### config.mk
export PLATFORM = sky130hd
export DESIGN_NAME = spsram_arb
export DESIGN_NICKNAME = d
export VERILOG_FILES = /design/src/rtl/spsram_arb_pkg.sv /design/src/rtl/rr_arb2.sv /design/src/rtl/spsram_arb.sv
export SDC_FILE = /design/constraint.sdc
export NUM_CORES = 1
export LEC_CHECK = 0
export ABC_AREA = 1
export CAP_MARGIN = 10
export CORE_MARGIN = 8
export CORE_UTILIZATION = 42
export DETAILED_ROUTE_END_ITERATION = 8
export PLACE_DENSITY_LB_ADDON = 0.15
export SYNTH_ARGS = -nofsm -noshare
export SYNTH_HDL_FRONTEND = slang
export SYNTH_SLANG_ARGS = --single-unit
### constraint.sdc
create_clock -name i_clk -period 1.5 [get_ports i_clk]
set_input_delay 0.225 -clock i_clk [delete_from_list [all_inputs] [get_ports i_clk]]
set_output_delay 0.225 -clock i_clk [all_outputs]
set_load 0.03 [all_outputs]
### src/rtl/spsram_arb_pkg.sv
// Shared definitions for the two-port spsram front end.
package spsram_arb_pkg;

  // FSM state encoding: zero-fill after reset, then normal arbitration.
  localparam logic INIT = 1'b0;
  localparam logic RUN  = 1'b1;

  // Requester index: two requesters need one bit.
  localparam int IDX_W = 1;
  typedef logic [IDX_W-1:0] idx_t;

endpackage

### src/rtl/rr_arb2.sv
// Two-way round-robin arbiter. The grant is combinational from valid and the
// pointer. The pointer moves to the losing side after every grant.
module rr_arb2
  import spsram_arb_pkg::*;
(
  input  logic       clk,
  input  logic       rst,
  input  logic       en,
  input  logic [1:0] valid,
  output logic [1:0] grant
);

  idx_t rr_ptr;

  // Grant a lone requester outright; on a tie, grant the side rr_ptr names.
  always_comb begin
    grant = 2'b00;
    if (en) begin
      case (valid)
        2'b01:   grant = 2'b01;
        2'b10:   grant = 2'b10;
        2'b11:   grant = (rr_ptr == idx_t'(1)) ? 2'b10 : 2'b01;
        default: grant = 2'b00;
      endcase
    end
  end

  // After a grant, point at the other requester so it wins the next tie.
  always_ff @(posedge clk) begin
    if (rst) begin
      rr_ptr <= '0;
    end else if (|grant) begin
      rr_ptr <= idx_t'(grant[0]);
    end
  end

endmodule

### src/rtl/spsram_arb.sv
// Front end for one spsram macro: zero-fills the array after reset, then
// arbitrates two requesters onto the single SRAM port, one access per cycle.
//
// Handshake: a command transfers on a rising clock edge when
// i_reqN_valid & o_reqN_ready are both high; ready is combinational from the
// valids and is only ever high for one requester per cycle. Read responses
// are a single-cycle o_rspN_valid pulse two edges after the accept edge and
// cannot be back-pressured.
module spsram_arb
  import spsram_arb_pkg::*;
#(
  parameter int BW_DATA = 32,
  parameter int BW_ADDR = 5
) (
  input  logic               i_clk,
  input  logic               i_rst,
  input  logic               i_req0_valid,
  output logic               o_req0_ready,
  input  logic               i_req0_wen,
  input  logic [BW_ADDR-1:0] i_req0_addr,
  input  logic [BW_DATA-1:0] i_req0_data,
  output logic               o_rsp0_valid,
  output logic [BW_DATA-1:0] o_rsp0_data,
  input  logic               i_req1_valid,
  output logic               o_req1_ready,
  input  logic               i_req1_wen,
  input  logic [BW_ADDR-1:0] i_req1_addr,
  input  logic [BW_DATA-1:0] i_req1_data,
  output logic               o_rsp1_valid,
  output logic [BW_DATA-1:0] o_rsp1_data,
  output logic               o_init_done,
  output logic               o_mem_cen,
  output logic               o_mem_wen,
  output logic               o_mem_oen,
  output logic [BW_ADDR-1:0] o_mem_addr,
  output logic [BW_DATA-1:0] o_mem_data,
  input  logic [BW_DATA-1:0] i_mem_data,
  output logic               o_dbg_state
);

  logic               state;
  logic [BW_ADDR-1:0] init_cnt;
  logic [1:0]         grant;

  // Selected command (requester 1 when it holds the grant, else requester 0).
  logic               sel_wen;
  logic [BW_ADDR-1:0] sel_addr;
  logic [BW_DATA-1:0] sel_data;

  // S1 carries the owner of the access the SRAM performs next edge;
  // pipe_* carries it for the cycle the SRAM read data is in flight.
  logic s1_rd;
  idx_t s1_tag;
  logic pipe_rd;
  idx_t pipe_tag;

  rr_arb2 u_rr_arb2 (
    .clk   (i_clk),
    .rst   (i_rst),
    .en    (state == RUN),
    .valid ({i_req1_valid, i_req0_valid}),
    .grant (grant)
  );

  assign o_req0_ready = grant[0];
  assign o_req1_ready = grant[1];
  assign o_dbg_state  = state;

  // Mux the granted requester's command onto the SRAM drive path.
  always_comb begin
    sel_wen  = i_req0_wen;
    sel_addr = i_req0_addr;
    sel_data = i_req0_data;
    if (grant[1]) begin
      sel_wen  = i_req1_wen;
      sel_addr = i_req1_addr;
      sel_data = i_req1_data;
    end
  end

  // FSM and S1: zero-fill writes during INIT, granted commands during RUN.
  always_ff @(posedge i_clk) begin
    if (i_rst) begin
      state       <= INIT;
      init_cnt    <= '0;
      o_init_done <= 1'b0;
      o_mem_cen   <= 1'b0;
      o_mem_wen   <= 1'b0;
      o_mem_oen   <= 1'b0;
      o_mem_addr  <= '0;
      o_mem_data  <= '0;
      s1_rd       <= 1'b0;
      s1_tag      <= '0;
    end else begin
      case (state)
        INIT: begin
          o_mem_cen  <= 1'b1;
          o_mem_wen  <= 1'b1;
          o_mem_oen  <= 1'b0;
          o_mem_addr <= init_cnt;
          o_mem_data <= '0;
          s1_rd      <= 1'b0;
          init_cnt   <= init_cnt + 1'b1;
          // The last fill write goes out on this edge; RUN is terminal.
          if (init_cnt == '1) begin
            state       <= RUN;
            o_init_done <= 1'b1;
          end
        end
        default: begin
          if (|grant) begin
            o_mem_cen  <= 1'b1;
            o_mem_wen  <= sel_wen;
            o_mem_oen  <= ~sel_wen;
            o_mem_addr <= sel_addr;
            o_mem_data <= sel_data;
            s1_rd      <= ~sel_wen;
            s1_tag     <= idx_t'(grant[1]);
          end else begin
            o_mem_cen <= 1'b0;
            o_mem_wen <= 1'b0;
            o_mem_oen <= 1'b0;
            s1_rd     <= 1'b0;
          end
        end
      endcase
    end
  end

  // S2: follow the read through the SRAM cycle and steer data to its owner.
  always_ff @(posedge i_clk) begin
    if (i_rst) begin
      pipe_rd      <= 1'b0;
      pipe_tag     <= '0;
      o_rsp0_valid <= 1'b0;
      o_rsp1_valid <= 1'b0;
      o_rsp0_data  <= '0;
      o_rsp1_data  <= '0;
    end else begin
      pipe_rd      <= s1_rd;
      pipe_tag     <= s1_tag;
      o_rsp0_valid <= pipe_rd & (pipe_tag == idx_t'(0));
      o_rsp1_valid <= pipe_rd & (pipe_tag == idx_t'(1));
      if (pipe_rd && pipe_tag == idx_t'(0)) o_rsp0_data <= i_mem_data;
      if (pipe_rd && pipe_tag == idx_t'(1)) o_rsp1_data <= i_mem_data;
    end
  end

endmodule

---- Word level (Yosys, flattened, before mapping) ----
Index checks and enable logic that the tools add are counted.
Widths: inputs -> output; s select.
word-level totals
  bits in registers ....................... 117
  latch bits .............................. 0
  bits in writable memories ............... 0
  memory bits (read-only) ................. 0
  input bits .............................. 112
  word-level logic and storage cells ...... 49
  memories kept ........................... 0
operators by class
  $add $sub $neg .......................... 1
  multipliers ............................. 0
  divide/modulo/power cells ............... 0
  order comparisons ....................... 0
  equality and inequality tests ........... 5
  shift-type cells ........................ 0
  multiplexer cells ....................... 14
  bitwise gates (word level) .............. 6
  reduce and logical (&&, ||, !) cells .... 7
operators by type and width
  operator             count
  $mux 32              1
  $mux 5               3
  $mux 1               7
  $pmux 2 s3           1
  $add 5x1->5 const B  1
  $eq 5x5->1 const B   1
  $eq 2x2->1 const B   2
  $mux 2               2
  $not 1->1            4
  $reduce_and 2->1     2
  $reduce_or 2->1      2
  $reduce_or 3->1      1
  $and 1x1->1          2
  $eq 2x1->1 const B   1
  $logic_and 1x1->1    2
  $ne 2x1->1 const B   1

---- Logic depth before layout (Yosys ltp) ----
Gate-level depths: netlist of the first run.
  word-level depth ........................ 6
  mapped depth ............................ 9
  depth with buffers taken out ............ 7

---- By module ----
Synthesis of the first run repeated with hierarchy kept, for this count alone.
unflattened totals
  cell total of the unflattened synthesis .. 655
  area total of the unflattened synthesis .. 4614.4 sq um
by module, submodules not included
  module      instances  cells each  area an instance (sq um)
  spsram_arb  1          644         4548.1
  rr_arb2     1          11          66.3

---- Worst setup path after synthesis of the first run ----
No wires, ideal clock.
  kind .................................... register -> output
  start point ............................. register state (netlist: o_dbg_state)
  end point ............................... output o_req1_ready
  data arrival time ....................... 1.254 ns
  slack ................................... 0.021 ns
  stages on the path, launching flop included .. 7
  path buffers ............................ 2
  cell sequence ........................... dfxtp_1 -> buf_6 -> nand2_4 -> inv_4 -> nand2_1 -> buf_2 -> inv_1
between the ends
  word-level cells in the longest chain between the ends .. 1
RTL lines
  item                    line               source
  from (decl)             spsram_arb.sv:41   logic state;
  from (signal assigned)  spsram_arb.sv:84   state <= INIT;
  from (signal assigned)  spsram_arb.sv:106  state <= RUN;
  $mux 2                  rr_arb2.sv:18      if (en) begin
  to (decl)               spsram_arb.sv:25   output logic o_req1_ready,
Every way passes these cells.

---- Final worst setup path of the first run ----
  start point ............................. input i_req1_valid
  end point ............................... output o_req0_ready
between the ends
  word-level cells in the longest chain between the ends .. 3
  elaborated cells between the ends (all ways) .. 5
  classes of those cells .................. eq/ne (3); mux (2)
RTL lines
  item                                      line              source
  from (decl)                               spsram_arb.sv:24  input logic i_req1_valid,
  $eq 2x2->1 or $eq 2x1->1 (tied branches)  rr_arb2.sv:19     case (valid)
  $pmux 2 s3 *                              rr_arb2.sv:19
  $mux 2 *                                  rr_arb2.sv:18
  to (decl)                                 spsram_arb.sv:18  output logic o_req0_ready,
Mark *: on every way between the ends. The rest lies on a longest branch, timed or not.

==> results.json, run 1 <==
{
  "status": "completed",
  "num_rows": 39,
  "fin_cells": 1079,
  "worstMarginPinSlew_ns": 0.374,
  "yosys_warnings": 0,
  "leakagePower_nw": 4.22,
  "rsz0062_at_grt": "no",
  "cp.arrival_ns": 1.21,
  "cts.sinks": 117,
  "grt_pass1_wl_um": 24500,
  "final-max-slew-violation-count": 0,
  "via_per_inst": 4.78,
  "met2_length_um": 7470,
  "syn2layout_area_growth_pct": 61.2,
  "setup_viol": 0,
  "power_density_nw_per_um2": 961,
  "root_buffer": "clkbuf_16",
  "clock_latency_ns": 0.40,
  "synthesis.nets": 802,
  "cp_data_required_time_ns": 1.27,
  "ir_drop_mv": 0.707,
  "fin_crit_sh": 0.957,
  "max_freq_mhz": 697,
  "ys_seq_area_frac": 0.477,
  "synthFlopType": "dfxtp_1",
  "drv_cap": 0,
  "wirelength_um": 15700,
  "startpoint_type": "primary input",
  "max_slew_margin": 0.752,
  "synth-seq-cells": 117,
  "drive_above_1_share": 0.112,
  "ios": 222,
  "synth.distinct_cells": 26,
  "core_area_um2": 11400,
  "htreeDepth": 4,
  "place_inst": 1046,
  "place_ws_ns": -0.171,
  "wl_met1_um": 6210,
  "async_reset_ff_frac": 0,
  "mappedNetlistArea_um2": 4910,
  "wl_per_cell_um": 14.5,
  "cts_tree": "built",
  "io_buffers": 221,
  "track_usage": 0.200,
  "overflow": 0,
  "synth_edf_count": 0,
  "insertedDiodeCount": 0,
  "top_layer": "met4",
  "gp_congestion": 0.811,
  "drt_iter0_markers": 310,
  "path_clk_slew_ns": 0.06,
  "worstSetupPathType": "in -> out",
  "drc": 0,
  "critPathCaptureType": "output pin",
  "hold_viol_final": 0,
  "crit_path_max_fanout": 2,
  "hold_path_class": "in -> reg",
  "detail-route-antenna-nets": 0,
  "grt_max_degree": 65,
  "fin_skew_ns": 0.00817,
  "die_w_um": 124,
  "drt-pass1-iter-count": 4,
  "syn_inst": 688,
  "cts_made_buffers": 17,
  "setup-tns-final_ns": 0,
  "vias": 5155,
  "fin_ws_ns": 0.0643,
  "clk_path_buf_depth": 2,
  "nFillCells": 976,
  "syn_avg_cell_area_um2": 7.14,
  "fp.dieH_um": 124,
  "period_needed_ns": 1.44,
  "antenna_found_initial": 0,
  "grt_pass1_vias": 5105,
  "dp_hpwl_um": 11800,
  "wl_met3_um": 1790,
  "nets": 1037,
  "die-area_um2": 15400,
  "start_util": 0.430
}
state kept, by name, indices dropped and copies added, names as in the netlist, 5 cells and up:
signal	cells
o_mem_data	32
o_rsp0_data	32
o_rsp1_data	32
init_cnt	5
o_mem_addr	5
layout make-up:
type                       count  area, um2  area share
clock inverter                14        153      0.0193
clock buffer                  18        439      0.0555
tap                          143        179      0.0226
inverter                      92        348      0.0439
sequential                   117       2350       0.297
multi-input combinational    435       2000       0.253
timing repair buffer         260       2450       0.309
layer usage:
| layer | up-vias | GRT usage |
|---|---|---|
| met1 | 2320 | 0.222 |
| met4 | 0 | 0.0677 |
| li1 | 2626 | - |
| met2 | 191 | 0.337 |
| met5 | - | 0 |
| met3 | 18 | 0.0866 |
worst paths after layout:
| kind | to | from | slack [ns] | depth (start not counted) |
|---|---|---|---|---|
| setup reg to reg | init_cnt[4]$_SDFFE_PP0N_ | init_cnt[0]$_SDFFE_PP0N_ | 0.14 | 6 |
| hold reg to reg | pipe_tag$_SDFF_PP0_ | s1_tag$_SDFFE_PP0P_ | 0.43 | 2 |
| hold / removal | o_rsp0_data[4]$_SDFFE_PP0P_ | i_mem_data[4] | 0.43 | 3 |
| setup / recovery | o_req0_ready | i_req1_valid | 0.06 | 5 |
logic make-up (layout without fill, tap and decap cells):
| logic type | Yosys count | in the layout | synth area share |
|---|---|---|---|
| adders and majority gates | 2 | 2 | 0.00509 |
| buffers and inverters | 136 | 384 | 0.120 |
| DFF | 117 | 117 | 0.477 |
| and+or+nand+nor | 321 | 321 | 0.283 |
| AOI/OAI and AO/OA | 112 | 112 | 0.115 |
synth_stat cells, types with 2 or more instances:
library cell  count  area share
inv_1            83       0.063
buf_2            24       0.024
nand3b_1          5      0.0076
o21ai_0          84       0.086
ha_1              2      0.0051
clkbuf_1         13      0.0099
nor3_1            2      0.0020
buf_4             3      0.0046
buf_6             3      0.0069
nand2_4           2      0.0046
nand3_2          10       0.020
nand3_1          62       0.063
nand2_1          93       0.071
dfxtp_1         117        0.48
o21ai_1          21       0.021
nor2_1          143        0.11
inv_2             8      0.0061
a21oi_1           5      0.0051
worst max-delay path, cell delays in order:
cell	delay, ns
clkdlybuf4s50_1	0.53
inv_1	0.09
o21ai_2	0.14
inv_1	0.08
buf_6	0.14
timing repair:
action                                  in CTS  in global routing
hold endpoints to repair                     0                  0
buffers inserted                             0                  2
endpoints found under the setup margin     109                  2
resized for setup                          117                  5
hold buffers                                 0                  0
through the flow:
stage | hold slack (ns) | power, mW | area (um2) | utilization
6_report | 0.431 | 7.61 | 7920 | 0.693
5_1_grt | 0.425 | 7.86 | 7920 | 0.693
4_1_cts | 0.412 | 7.68 | 7900 | 0.692
3_5_place_dp | 0.433 | 3.70 | 7420 | 0.650
3_3_place_gp | 0.440 | 3.70 | 7420 | 0.650
2_1_floorplan | 0.360 | 3.33 | 4910 | -
cells in the final DEF (no fill, tap or decap), types with 17 or more instances in the layout:
cell type	Yosys	final
clkdlybuf4s50_1	0	110
nor2_1	143	142
nand2_1	93	91
dfxtp_1	117	115
buf_4	3	34
inv_1	83	81
clkbuf_16	0	17
dlygate4sd2_1	0	107
nand3_1	62	62
o21ai_0	84	83
o21ai_1	21	21
report_power, final:
| part | total, mW | leakage, nW | internal (mW) | switching (mW) |
|---|---|---|---|---|
| registers | 3.13 | 0.945 | 3.12 | 0.0110 |
| logic | 0.502 | 3.00 | 0.323 | 0.178 |
| clock network | 3.98 | 0.279 | 2.50 | 1.48 |
| total | 7.61 | 4.22 | 5.95 | 1.66 |
(Power assumes the default switching activity.)
==> run 2, diff against run 1 <==
--- a/config.mk
+++ b/config.mk
@@ -9,6 +9,8 @@
 export CAP_MARGIN = 10
 export CORE_MARGIN = 8
 export CORE_UTILIZATION = 42
+export CTS_CLUSTER_DIAMETER = 50
+export CTS_CLUSTER_SIZE = 10
 export DETAILED_ROUTE_END_ITERATION = 8
 export PLACE_DENSITY_LB_ADDON = 0.15
 export SYNTH_ARGS = -nofsm -noshare
==> results of run 2 <==
Same layout as run 1: the final DEF is identical, and so are final timing and power.
